[config.mk]
export PLATFORM = sky130hd
export DESIGN_NAME = seq_recurrence_decoder
export DESIGN_NICKNAME = d
export VERILOG_FILES = /design/src/rtl/seq_recurrence_decoder_pkg.sv /design/src/rtl/seq_delta_calc.sv /design/src/rtl/seq_recurrence_decoder.sv
export SDC_FILE = /design/constraint.sdc
export NUM_CORES = 1
export LEC_CHECK = 0
export ABC_AREA = 1
export BUFFER_PORTS_ARGS = -buffer_cell sky130_fd_sc_hd__buf_4
export CORE_ASPECT_RATIO = 2
export CORE_MARGIN = 2
export CORE_UTILIZATION = 50
export CTS_CLUSTER_SIZE = 16
export DETAILED_ROUTE_END_ITERATION = 10
export GPL_TIMING_DRIVEN = 0
export HOLD_SLACK_MARGIN = 0.08
export PLACE_DENSITY = 0.69
export SLEW_MARGIN = 40
export SYNTH_ARGS = -nofsm -noshare
export SYNTH_HDL_FRONTEND = slang
export SYNTH_SLANG_ARGS = --single-unit
export TNS_END_PERCENT = 20
[constraint.sdc]
create_clock -name clk -period 7.8 [get_ports clk]
set_input_delay 1.56 -clock clk [delete_from_list [all_inputs] [get_ports clk]]
set_output_delay 1.56 -clock clk [all_outputs]
set_load 0.02 [all_outputs]
[src/rtl/seq_recurrence_decoder_pkg.sv]
// seq_recurrence_decoder_pkg: shared states, widths and the generator's square term
package seq_recurrence_decoder_pkg;
    localparam int SAMPLE_W = 8;
    localparam int K_W = 6;
    localparam logic [SAMPLE_W-1:0] K_MAX = 63;
    typedef enum logic [1:0] {EMPTY, PRIMED, TRACK, LOCKED} state_t;
    function automatic logic [SAMPLE_W-1:0] sq(input logic [SAMPLE_W-1:0] a);
        return {3'b0, a[7:3]} * {3'b0, a[7:3]};
    endfunction
endpackage

[src/rtl/seq_delta_calc.sv]
// seq_delta_calc: combinational step recovery and next-value prediction
module seq_delta_calc
    import seq_recurrence_decoder_pkg::*;
(
    input  logic [SAMPLE_W-1:0] prev,
    input  logic [SAMPLE_W-1:0] sample,
    input  logic [K_W-1:0]      k,
    output logic [SAMPLE_W-1:0] delta,
    output logic                delta_valid,
    output logic [SAMPLE_W-1:0] pred
);
    logic [SAMPLE_W-1:0] sq_prev;
    assign sq_prev     = sq(prev);
    assign delta       = sample - prev - sq_prev;
    assign delta_valid = delta <= K_MAX;
    // Prediction is based on the incoming sample, which becomes prev once registered
    assign pred        = sample + sq(sample) + {2'b0, k};
endmodule

[src/rtl/seq_recurrence_decoder.sv]
// seq_recurrence_decoder: acquires and tracks the step k of the A(n) recurrence
module seq_recurrence_decoder
    import seq_recurrence_decoder_pkg::*;
#(
    parameter int LOCK_COUNT = 4
) (
    input  logic                clk,
    input  logic                reset,
    input  logic [SAMPLE_W-1:0] sample_in,
    input  logic                sample_valid,
    input  logic                resync,
    output logic [K_W-1:0]      k_out,
    output logic                locked,
    output logic                mismatch,
    output logic [SAMPLE_W-1:0] predicted,
    output logic [7:0]          err_count
);
    state_t state, state_n;
    logic [SAMPLE_W-1:0] prev, delta, pred;
    logic [K_W-1:0] cand, cand_n, k_n;
    logic [3:0] match_cnt, cnt_n;
    logic delta_valid, loss;

    seq_delta_calc u_calc (
        .prev(prev),
        .sample(sample_in),
        .k(k_n),
        .delta(delta),
        .delta_valid(delta_valid),
        .pred(pred)
    );

    always_comb begin
        state_n = state;
        cand_n  = cand;
        cnt_n   = match_cnt;
        k_n     = k_out;
        loss    = 1'b0;
        unique case (state)
            EMPTY:  state_n = PRIMED;
            PRIMED: if (delta_valid) begin
                cand_n  = delta[K_W-1:0];
                cnt_n   = 4'd1;
                state_n = TRACK;
            end
            TRACK: if (delta_valid && delta[K_W-1:0] == cand) begin
                cnt_n = match_cnt + 4'd1;
                if (cnt_n == 4'(LOCK_COUNT)) begin
                    state_n = LOCKED;
                    k_n     = cand;
                end
            end else if (delta_valid) begin
                cand_n = delta[K_W-1:0];
                cnt_n  = 4'd1;
            end else begin
                state_n = PRIMED;
            end
            LOCKED: if (delta != {2'b0, k_out}) begin
                loss    = 1'b1;
                state_n = delta_valid ? TRACK : PRIMED;
                cand_n  = delta_valid ? delta[K_W-1:0] : cand;
                cnt_n   = delta_valid ? 4'd1 : match_cnt;
            end
        endcase
    end

    always_ff @(posedge clk) begin
        if (reset) begin
            state     <= EMPTY;
            prev      <= '0;
            cand      <= '0;
            match_cnt <= '0;
            k_out     <= '0;
            locked    <= 1'b0;
            mismatch  <= 1'b0;
            predicted <= '0;
            err_count <= '0;
        end else if (resync) begin
            state     <= EMPTY;
            cand      <= '0;
            match_cnt <= '0;
            locked    <= 1'b0;
            mismatch  <= 1'b0;
            predicted <= '0;
        end else if (sample_valid) begin
            state     <= state_n;
            prev      <= sample_in;
            cand      <= cand_n;
            match_cnt <= cnt_n;
            k_out     <= k_n;
            locked    <= state_n == LOCKED;
            mismatch  <= loss;
            predicted <= state_n == LOCKED ? pred : '0;
            err_count <= (loss && err_count != 8'hFF) ? err_count + 8'd1 : err_count;
        end else begin
            mismatch  <= 1'b0;
        end
    end
endmodule

==> reports/metrics.cfg <==
[floorplanning]
dieHeight_um = 136.0
core_area_um2 = 8528
die_x_um = 69.98
die_area_um2 = 9513
io_pins = 36
initial_core_util_pct = 51.04
fp-row-count = 48

[detailed_routing]
viasPerCell = 5.173
drc = 0
wire_per_inst_um = 13.47
dr.pass1.iters = 4
wirelength_mm = 10.02
postRouteAntennaNets = 0
vias = 3849
first_iter_violations = 181

[synth]
syn_inst = 601
synth.top_cell.area_share_pct = 20.24
ys_types = 37
post-synth-top-count-cell = inv_1
ys_seq_elements = 44
ys_warn_count = 0
syn_area_um2 = 4353
netlist.top_cell.by_area = dfxtp_1
syn_nets = 682
synth-main-ff-cell = dfxtp_1
synth_area_leaders = dfxtp_1 (20%), fa_1 (15%), inv_1 (12%)
syn_area_per_cell_um2 = 7.243
synth_edf_count = 0
async_reset_ff_share_pct = 0
synth_common_cells = inv_1 (135), nand2_1 (116), nand3_1 (48), dfxtp_1 (44), a21oi_1 (42)
synth_seq_area_share_pct = 20.24

[final_layout]
drive_gt1_share_pct = 16.77
area_growth_pct = 12.99
nNetsFinal = 724
antenna_cells = 0

[global_routing]
grt_max_degree = 15
grt_pass1_vias = 3934
overflow = 0
antenna_found_initial = 0
grt_usage_pct = 23.04
grt_pass1_wl_mm = 17.47

[power]
p_switching_w = 0.0003809
clockPowerShare_pct = 27.7
p_int_w = 0.0005592
p_sw_share_pct = 40.51
p_leak_nw = 2.569
power_density_nw_per_um2 = 191.1
comb_power_share_pct = 47.0
ir_worst_vdd_mv = 0.09079
power_frac_seq_pct = 25.4

[placement]
gp_congestion = 0.9163
io_buffers = 35
dp_hpwl_mm = 8.278
post-place-ws_ns = 0.8307

[clocking]
cts_tree = done
htreeDepth = 2
path_clk_slew_ns = 0.06
clk_path_buf_depth = 2
post_cts_resized = 0
clock_latency_ns = 0.30
cts_made_buffers = 5
cts_sinks = 44
cts_hold_buffers = 0
cts_setup_buffers = 0
clockRootBuffer = clkbuf_16

[setup_path]
critPathLaunchType = input pin
worstPathArrival_ns = 6.86
crit_fanout = 10
critPathKind = in -> reg
crit_buf_inv = 8
critPathTopFamily = adder cells
cp.required_ns = 8.02
crit_top_cell = fa_1
cp-end-kind = flop
crit_path_max_incr_delay_ns = 0.58
worst_path_max_delay_cell = fa_1

[sta]
setup_slack_ns = 1.153
setup_violations = 0
hold_viol_final = 0
min_period_ns = 6.647
fin_crit_sh_pct = 85.22
slew_violations = 0
rsz0062_at_grt = false
fin_tns_setup_ns = 0
tightest_slew_ns = 0.8100
finClkSkew_ns = 0.01134
max-slew-margin-rel_pct = 45.80
max_freq_mhz = 150.4

[hold_path]
hold_class = reg -> reg

[outcome]
status = completed

[job]
maxCapViolCount = 0

flip-flops by register name, indices dropped and copies added (netlist names):
signal,count
predicted,8
locked,1
prev,8
cand,6
mismatch,1
match_cnt,4
state,2
k_out,6
err_count,8
layout by cell type (no fill, tap or decap), drive strengths merged:
cell type  count
a21o           3
a21oi         43
buf           36
bufinv         1
clkbuf        12
clkinv         2
conb           1
dfxtp         44
fa            33
ha            36
inv          145
nand2        139
nand3         56
nand3b         1
nand4          5
nor2          30
nor3           5
nor3b          1
nor4           2
o21a           3
o21ai         30
or2            2
xnor2          7
xor2           7
power by group through the flow:
stage	combinational, W	clock, W	sequential, W
after detailed placement	0.000441	0	0.000243
final	0.000442	0.000260	0.000238
after floorplan	0.000356	0	0.000244
after CTS	0.000445	0.000263	0.000238
after global routing	0.000505	0.000271	0.000239
after global placement	0.000425	0	0.000243
worst register-to-register path, delay by kind of cell (launching register included):
family	cells	cell delay (ns)
AO/OA/AOI/OAI	5	0.73
XOR/XNOR	1	0.12
adder cells (fa/ha/maj)	7	3.48
buffers and inverters	6	0.47
flip-flops	1	0.47
AND/OR/NAND/NOR	12	1.25
final cells by class:
type | instances | area, um^2
plain buffers | 7 | 33.78
multi-input cells | 404 | 2889
well taps | 100 | 125.1
clock buffers | 6 | 138.9
clock inverters | 2 | 38.79
flip-flops and latches | 44 | 880.8
inverters | 146 | 549.3
fillers | 854 | 3610
repair buffers | 35 | 262.8
final timing paths:
kind | startpoint | end | slack, ns | cells past startpoint
setup / recovery | sample_in[2] | predicted[7] | 1.15 | 30
hold / removal | predicted[5] | predicted[5] | 0.47 | 2
setup reg to reg | prev[4] | predicted[7] | 1.19 | 31
hold reg to reg | predicted[5] | predicted[5] | 0.47 | 2
metrics by stage:
stage          hold slack (ns)  instances  util, %  total power [W]  area, um^2
3_5_place_dp            0.4605        736    55.59        0.0006843        4741
3_3_place_gp            0.4593        736    55.59        0.0006679        4741
2_1_floorplan           0.4516        601        -        0.0005999        4353
4_1_cts                 0.4707        744    57.67        0.0009456        4918
6_report                0.4675        744    57.67        0.0009401        4918
5_1_grt                 0.4866        744    57.67         0.001016        4918
layer usage:
layer / GRT usage (%) / part of all wire, %
met1: 21.75 / 34
met2: 45.93 / 58
met3: 2.076 / 2.5
met5: 0 / 0
met4: 14.42 / 5.4
kinds of logic (layout without fill, tap and decap cells):
| kind of cell | after synthesis | in the layout | share of synthesized area, % |
|---|---|---|---|
| other | 1 | 1 | 0.08615 |
| adders and majority gates | 69 | 69 | 25.52 |
| DFF | 44 | 44 | 20.24 |
| and+or+nand+nor | 241 | 241 | 27.62 |
| xor gates and xnor gates | 14 | 14 | 2.817 |
| AOI/OAI and AO/OA | 79 | 79 | 10.32 |
| buffers and inverters | 153 | 196 | 13.39 |
(Power assumes the default switching activity.)
